===== src/rtl/msg_sched_if.sv =====
// msg_sched block interface: message-word input handshake
// plus schedule word output with round index and framing.
interface msg_sched_if;
  logic [31:0] in_data;
  logic        in_valid;
  logic        in_ready;
  logic [31:0] w_out;
  logic        w_valid;
  logic [5:0]  t_out;
  logic        soc;
  logic        eoc;

  modport master (
    output in_data, in_valid,
    input  in_ready, w_out, w_valid, t_out, soc, eoc
  );

  modport slave (
    input  in_data, in_valid,
    output in_ready, w_out, w_valid, t_out, soc, eoc
  );
endinterface


===== src/rtl/msg_sched.sv =====
// SHA-256 message schedule: loads 16 words, then streams
// W_0..W_{NROUNDS-1} one per cycle from a 16-word window.
module msg_sched #(
  parameter int NROUNDS = 64
) (
  input logic        clk,
  input logic        rst,
  msg_sched_if.slave bus
);

  typedef enum logic [1:0] {
    LOAD = 2'd0,
    RUN  = 2'd1,
    DONE = 2'd2
  } state_t;

  localparam logic [5:0] TLAST = 6'(NROUNDS - 1);

  state_t      state;
  state_t      state_nx;
  logic [31:0] w [16];
  logic [3:0]  lcnt;
  logic [5:0]  t;
  logic        xfer;
  logic        last_word;
  logic        last_round;
  logic        run;
  logic [31:0] w_new;

  function automatic logic [31:0] sig0(
    input logic [31:0] x
  );
    return {x[6:0], x[31:7]}
         ^ {x[17:0], x[31:18]}
         ^ {3'b000, x[31:3]};
  endfunction

  function automatic logic [31:0] sig1(
    input logic [31:0] x
  );
    return {x[16:0], x[31:17]}
         ^ {x[18:0], x[31:19]}
         ^ {10'b0, x[31:10]};
  endfunction

  assign run        = (state == RUN);
  assign xfer       = (state == LOAD) && bus.in_valid;
  assign last_word  = xfer && (lcnt == 4'd15);
  assign last_round = run && (t == TLAST);
  assign w_new      = sig1(w[14]) + w[9]
                    + sig0(w[1]) + w[0];

  // state register
  always_ff @(posedge clk) begin
    if (rst) state <= LOAD;
    else     state <= state_nx;
  end

  // next-state: LOAD until 16th word, RUN for all rounds, one DONE
  always_comb begin
    state_nx = state;
    unique case (state)
      LOAD:    if (last_word)  state_nx = RUN;
      RUN:     if (last_round) state_nx = DONE;
      DONE:    state_nx = LOAD;
      default: state_nx = LOAD;
    endcase
  end

  // outputs: word/index only shown while streaming
  always_comb begin
    bus.in_ready = (state == LOAD);
    bus.w_valid  = run;
    bus.w_out    = '0;
    bus.t_out    = '0;
    bus.soc      = last_word;
    bus.eoc      = (state == DONE);
    if (run) begin
      bus.w_out = w[0];
      bus.t_out = t;
    end
  end

  // window shift on load or expansion; counters
  always_ff @(posedge clk) begin
    if (rst) begin
      for (int i = 0; i < 16; i++) w[i] <= '0;
      lcnt <= '0;
      t    <= '0;
    end else begin
      if (xfer || run) begin
        for (int i = 0; i < 15; i++) w[i] <= w[i+1];
        w[15] <= run ? w_new : bus.in_data;
      end
      // 4-bit count wraps to 0 on the 16th word
      if (xfer) lcnt <= lcnt + 4'd1;
      // t parks at the last round; cleared on entry to RUN
      if (last_word)
        t <= '0;
      else if (run && !last_round)
        t <= t + 6'd1;
    end
  end

endmodule

===== src/flat_wrapper.sv =====
// flat-port wrapper written by rule: the top's interface ports become plain ports
module msg_sched_flat 
#(
  parameter int NROUNDS = 64
)
  (clk, rst, bus_in_data, bus_in_valid, bus_in_ready, bus_w_out, bus_w_valid, bus_t_out, bus_soc, bus_eoc);
  msg_sched_if bus_i ();
  input logic clk;
  input logic rst;
  input wire logic [$bits(bus_i.in_data)-1:0] bus_in_data;
  input wire logic [$bits(bus_i.in_valid)-1:0] bus_in_valid;
  output wire logic [$bits(bus_i.in_ready)-1:0] bus_in_ready;
  output wire logic [$bits(bus_i.w_out)-1:0] bus_w_out;
  output wire logic [$bits(bus_i.w_valid)-1:0] bus_w_valid;
  output wire logic [$bits(bus_i.t_out)-1:0] bus_t_out;
  output wire logic [$bits(bus_i.soc)-1:0] bus_soc;
  output wire logic [$bits(bus_i.eoc)-1:0] bus_eoc;
  assign bus_i.in_data = bus_in_data;
  assign bus_i.in_valid = bus_in_valid;
  assign bus_in_ready = bus_i.in_ready;
  assign bus_w_out = bus_i.w_out;
  assign bus_w_valid = bus_i.w_valid;
  assign bus_t_out = bus_i.t_out;
  assign bus_soc = bus_i.soc;
  assign bus_eoc = bus_i.eoc;
  msg_sched #(.NROUNDS(NROUNDS)) u_core (.clk(clk), .rst(rst), .bus(bus_i));
endmodule

===== config.mk =====
export PLATFORM = sky130hd
export DESIGN_NAME = msg_sched_flat
export DESIGN_NICKNAME = d
export VERILOG_FILES = /design/src/rtl/msg_sched_if.sv /design/src/rtl/msg_sched.sv /design/src/flat_wrapper.sv
export SDC_FILE = /design/constraint.sdc
export NUM_CORES = 1
export LEC_CHECK = 0
export ABC_AREA = 1
export ABC_CLOCK_PERIOD_IN_PS = 34100
export CAP_MARGIN = 20
export CORE_MARGIN = 10
export CORE_UTILIZATION = 61
export CTS_CLUSTER_SIZE = 16
export DETAILED_ROUTE_END_ITERATION = 6
export GPL_ROUTABILITY_DRIVEN = 0
export GPL_TIMING_DRIVEN = 0
export PLACE_DENSITY_LB_ADDON = 0.05
export RECOVER_POWER = 50
export SYNTH_ARGS = -nofsm -noshare
export SYNTH_HDL_FRONTEND = slang
export SYNTH_SLANG_ARGS = --single-unit

===== constraint.sdc =====
create_clock -name clk -period 34.1 [get_ports clk]
set_input_delay 10.23 -clock clk [delete_from_list [all_inputs] [get_ports clk]]
set_output_delay 10.23 -clock clk [all_outputs]
set_load 0.03 [all_outputs]

==> Word level (Yosys, flattened, before mapping) <==
Memories as Yosys holds them, arrays and structs flattened.
Cells that the tools add are included.
{ "word_totals": {"ff_bits": 12, "latch_bits": 0, "mem_bits_rw": 512, "rom_bits": 0, "inputBits": 35, "out_inout_bits": 42, "wordCells": 71, "memories": 1} }
{ "op_classes": {"n_addsub": 5, "n_mul": 0, "div_mod_pow": 0, "n_lt_le_gt_ge": 0, "eq_ne": 6, "shifts": 0, "mux": 27, "bitwise_logic": 20, "n_reduce_logical": 9} }
{ "mem_list": {"columns": ["memory", "depth", "word_bits", "read_ports", "rd_clocked_by_memory_dff", "write_ports", "line_no", "rtl"], "rows": [
  ["u_core.w", 16, 32, 16, 0, 16, "msg_sched.sv:21", "logic [31:0] w [16];"]
]} }
{ "op_table": {"columns": ["op", "count"], "rows": [
  ["$mux W32", 18],
  ["$add A32 B32 Y32", 3],
  ["$xor A32 B32 Y32", 2],
  ["$xor A32 B22 Y32", 1],
  ["$xor A32 B29 Y32", 1],
  ["$or A1 B1 Y1", 16],
  ["$add A6 B1 Y6 const B", 1],
  ["$eq A6 B6 Y1 const B", 1],
  ["$mux W6", 1],
  ["$mux W1", 5],
  ["$add A4 B1 Y4 const B", 1],
  ["$eq A4 B4 Y1 const B", 1],
  ["$logic_and A1 B1 Y1", 4],
  ["$mux W2", 2],
  ["$ne A2 B1 Y1 const B", 2],
  ["$pmux W2 S2", 1],
  ["$eq A2 B1 Y1 const B", 1],
  ["$eq A2 B2 Y1 const B", 1],
  ["$logic_not A2 Y1", 1],
  ["$reduce_and A2 Y1", 1],
  ["$reduce_or A2 Y1", 1],
  ["$logic_not A1 Y1", 1],
  ["$logic_or A1 B1 Y1", 1]
]} }

==> Longest topological paths before layout <==
{ "depth": {"ltp_word": 7, "ltp_mapped": 21, "ltp_nobuf": 21} }

==> Worst setup path after synthesis <==
No wires, ideal clock.
{ "synth_timing": {"path_type": "input-to-reg", "startpoint": "in rst", "endpoint": "mem u_core.w[0][0] (enable)", "setup_ns": 4.920, "arrival_time_ns": 22.027, "t_required_ns": 29.180, "slack_ns": 7.153, "cell_stages": 4, "n_path_buf": 2, "path_cell_list": "inv_1 -> buf_2 -> clkbuf_1 -> nand3_1"} }
{ "synth_lines": {"columns": ["element", "line_no", "rtl"], "rows": [
  ["from (decl)", "flat_wrapper.sv:9", "input logic rst;"],
  ["to (decl)", "msg_sched.sv:21", null]
]} }

==> Final worst setup path <==
{ "layout_timing": {"startpoint": "in bus_in_valid", "endpoint": "out bus_soc"} }
{ "layout_between": {"elab_chain_len": 2} }
{ "layout_lines": {"columns": ["element", "line_no", "rtl"], "rows": [
  ["from (decl)", "flat_wrapper.sv:11", "input wire logic [$bits(bus_i.in_valid)-1:0] bus_in_valid;"],
  ["$logic_and A1 B1 Y1", "msg_sched.sv:47", "assign xfer = (state == LOAD) && bus.in_valid;"],
  ["$logic_and A1 B1 Y1", "msg_sched.sv:48", "assign last_word = xfer && (lcnt == 4'd15);"],
  ["to (decl)", "flat_wrapper.sv:16", "output wire logic [$bits(bus_i.soc)-1:0] bus_soc;"]
]} }
No other way between the ends.

==> summary.md <==
| Metric | Value |
|---|---|
| Clk Latency, worst-skew pair | 0.60 ns |
| Slew margin rel. | -0.179 |
| H-tree Lvls | 2 |
| Inst Count DP | 3238 |
| CTS buffer count | 53 |
| Critical path fanouts, max | 6 |
| Worst-Margin Slew | 1.76 ns |
| Port bufs | 76 |
| #FFs+latches synth | 524 |
| Mapped Cells | 2615 |
| Root Driver | clkbuf_16 |
| First-pass GRT wire length | 84.8 mm |
| Pre-antenna DRT Iters | 5 |
| CTS sink cnt | 524 |
| Fillers | 3202 |
| Max_cap viols | 2 |
| P_leak | 13.1 nW |
| HP Class | reg -> reg |
| GRT met1 Usage | 0.291 |
| Cell area after synthesis | 25700 um^2 |
| Full die area | 50700 um^2 |
| Post-CTS Resized | 0 |
| Met3 Resource Use GR | 0.0385 |
| Syn_area_per_cell | 9.83 um^2 |
| Post-synth EDFFs | 512 |
| Final HPWL DP | 42.4 mm |
| Global route overflow | 0 |
| Vias/cell | 4.86 |
| Antenna Nets Post-Route | 0 |
| Slew Viols, Final | 38 |
| Cell Count, Final, Fillers Out | 3336 |
| WP data required | 23.87 ns |
| Vias in the first global route | 15400 |
| Final count of hold timing violations | 0 |
| CP arrival | 12.01 ns |
| Wire length per cell | 16.6 um |
| # IOs | 77 |
| Outcome | finished, violations left |
| Syn-to-layout area delta | 12.6% |
| Diode count | 0 |
| Failing checks | max-capacitance violations, max-slew violations |
| Clock transition at path regs | 0.06 ns |
| Layout Skew | 0.0177 ns |
| Largest net degree at the start of global routing | 70 |
| Crit Path Class | in -> out |
| Fmax | 0.0450 GHz |
| Synth cell types | 31 |
| Core area | 41800 um^2 |
| Hold buffer count at CTS | 0 |
| RSZ-0062 raised after global routing | no |
| Final wirelength | 55.5 mm |
| Share of layout cells above drive strength 1 | 0.0343 |
| Fin Setup TNS | 0 ns |
| Initial core utilization | 0.615 |
| Nets | 2884 |
| Initial antenna violation count | 0 |
| Chip width | 225 um |
| Setup violations, final | 0 |
| CTS max path bufs | 3 |
| Fin crit share | 0.652 |
| Synth Flop Type | edfxtp_1 |
| CTS tree | built |
| Seq/Total Area, Yosys | 0.608 |
| GR peak layer | met2 |
| Post-CTS Setup Bufs | 0 |
| Die height | 225 um |
| Power density over the cells | 64.8 nW/um^2 |
| Worst vdd ir | 41.2 uV |
| Worst setup EP type | output pin |
| FFs w/ async S/R, synth | 0 |
| Via Count | 16200 |
| Fin crit period | 22.24 ns |
| Yosys warning count | 0 |
| CP Launch Type | input port |
| M2 GR Usage | 0.367 |
| Post-Syn Nets | 2745 |
| GRT Util Overall | 0.222 |
| Drt drc | 0 |
| DR iter-0 viols | 1700 |
| Core Rows | 75 |
## critical path, stage by stage
cell and delay, ns:
dlygate4sd3_1 0.52, nand2_1 0.13, nor3_1 0.23, nand2_1 0.16
inv_1 0.08, clkdlybuf4s50_1 0.66
## final timing paths
kind                                startpoint                             to  slack, ns  cells past startpoint
setup / recovery                  bus_in_valid                        bus_soc      11.86                      6
hold / removal     u_core.lcnt[1]$_SDFFE_PP0P_    u_core.lcnt[1]$_SDFFE_PP0P_       0.49                      2
setup reg to reg  u_core.state[1]$_SDFFE_PP0P_  u_core.w[6][26]$_SDFFCE_PN0P_      29.55                      8
hold reg to reg    u_core.lcnt[1]$_SDFFE_PP0P_    u_core.lcnt[1]$_SDFFE_PP0P_       0.49                      2
## cell families (layout without fill, tap and decap cells)
kind of cell / after synthesis / after routing / synth area share
compound gates: 59 / 59 / 0.0125
fa+ha+maj: 95 / 95 / 0.0644
flops: 524 / 524 / 0.608
buf+inv: 876 / 1058 / 0.131
simple gates: 925 / 925 / 0.139
xor+xnor: 136 / 136 / 0.0464
## power by group
group	internal [W]	total [W]	switching [W]	leakage (nW)
Combinational	0.000173	0.000545	0.000372	6.56
Sequential	0.000754	0.000778	0.0000239	5.75
Clock	0.000312	0.000552	0.000240	0.816
Total	0.00124	0.00188	0.000636	13.1
## cells in the mapped netlist (2+ instances only)
cell type | count | area [um^2]
and2_1 | 2 | 12.5
dfxtp_1 | 12 | 240
nor2_1 | 575 | 2160
a21o_1 | 2 | 15.0
a21oi_1 | 29 | 145
buf_4 | 5 | 37.5
buf_1 | 4 | 15.0
edfxtp_1 | 512 | 15400
xor2_1 | 79 | 692
fa_1 | 62 | 1240
nand2_1 | 290 | 1090
nand4_1 | 3 | 18.8
ha_1 | 33 | 413
buf_2 | 38 | 190
nand2_2 | 2 | 12.5
xnor2_1 | 57 | 499
nor3_1 | 6 | 30.0
inv_2 | 3 | 11.3
clkbuf_1 | 22 | 82.6
o21bai_1 | 2 | 15.0
nand3_1 | 44 | 220
inv_1 | 804 | 3020
o21ai_0 | 21 | 105
## cells in the final DEF (no fill, tap or decap), types with 2 or more instances in the layout
cell / n
inv_6: 2
buf_16: 7
clkbuf_16: 54
buf_2: 3
bufinv_16: 3
nand3_1: 44
dfxtp_1: 12
nand2_2: 2
o21ai_0: 22
ha_1: 33
inv_2: 2
xor2_1: 79
xnor2_1: 57
o21bai_1: 2
and2_1: 2
fa_1: 62
inv_1: 805
clkdlybuf4s50_1: 74
nand2_1: 290
clkbuf_1: 67
nand4_1: 3
a21oi_1: 29
dlygate4sd3_1: 2
buf_1: 3
clkinv_2: 14
nor3_1: 6
edfxtp_1: 512
clkinvlp_4: 3
nor2_1: 575
a21o_1: 2
clkinv_1: 14
## metal layers
| metal | part of all wire | up-vias | routed length, um |
|---|---|---|---|
| met5 | 0 | - | 0 |
| met4 | 0.033 | 0 | 1830 |
| met3 | 0.085 | 103 | 4710 |
| met2 | 0.48 | 625 | 26600 |
| met1 | 0.40 | 7494 | 22300 |
| li1 | - | 8004 | - |
## registers in the layout, indices dropped and copies added, names as in the netlist
signal / count
u_core.lcnt: 4
u_core.state: 2
u_core.w: 512
u_core.t: 6
## layout make-up
class | count | area (um^2) | area share
Inverter | 807 | 3030 | 0.105
Sequential cell | 524 | 15600 | 0.540
Clock inverter | 40 | 294 | 0.0102
Tap cell | 539 | 674 | 0.0233
Clock buffer | 58 | 1370 | 0.0472
Buffer | 69 | 263 | 0.00908
Timing Repair Buffer | 84 | 973 | 0.0336
Multi-Input combinational cell | 1215 | 6730 | 0.232
## stage by stage
step / setup WS, ns / total power, W / instance area, um^2 / hold WS (ns) / util
after floorplan: 7.15 / 0.00117 / 25700 / 0.448 / -
after global placement: 0.560 / 0.00133 / 27100 / 0.459 / 0.650
after detailed placement: 11.85 / 0.00132 / 27400 / 0.481 / 0.655
after CTS: 11.85 / 0.00187 / 29000 / 0.492 / 0.695
after global routing: 11.79 / 0.00197 / 28900 / 0.504 / 0.693
final: 11.86 / 0.00188 / 28900 / 0.491 / 0.693
Note: power is estimated with default switching activity, not from simulation.
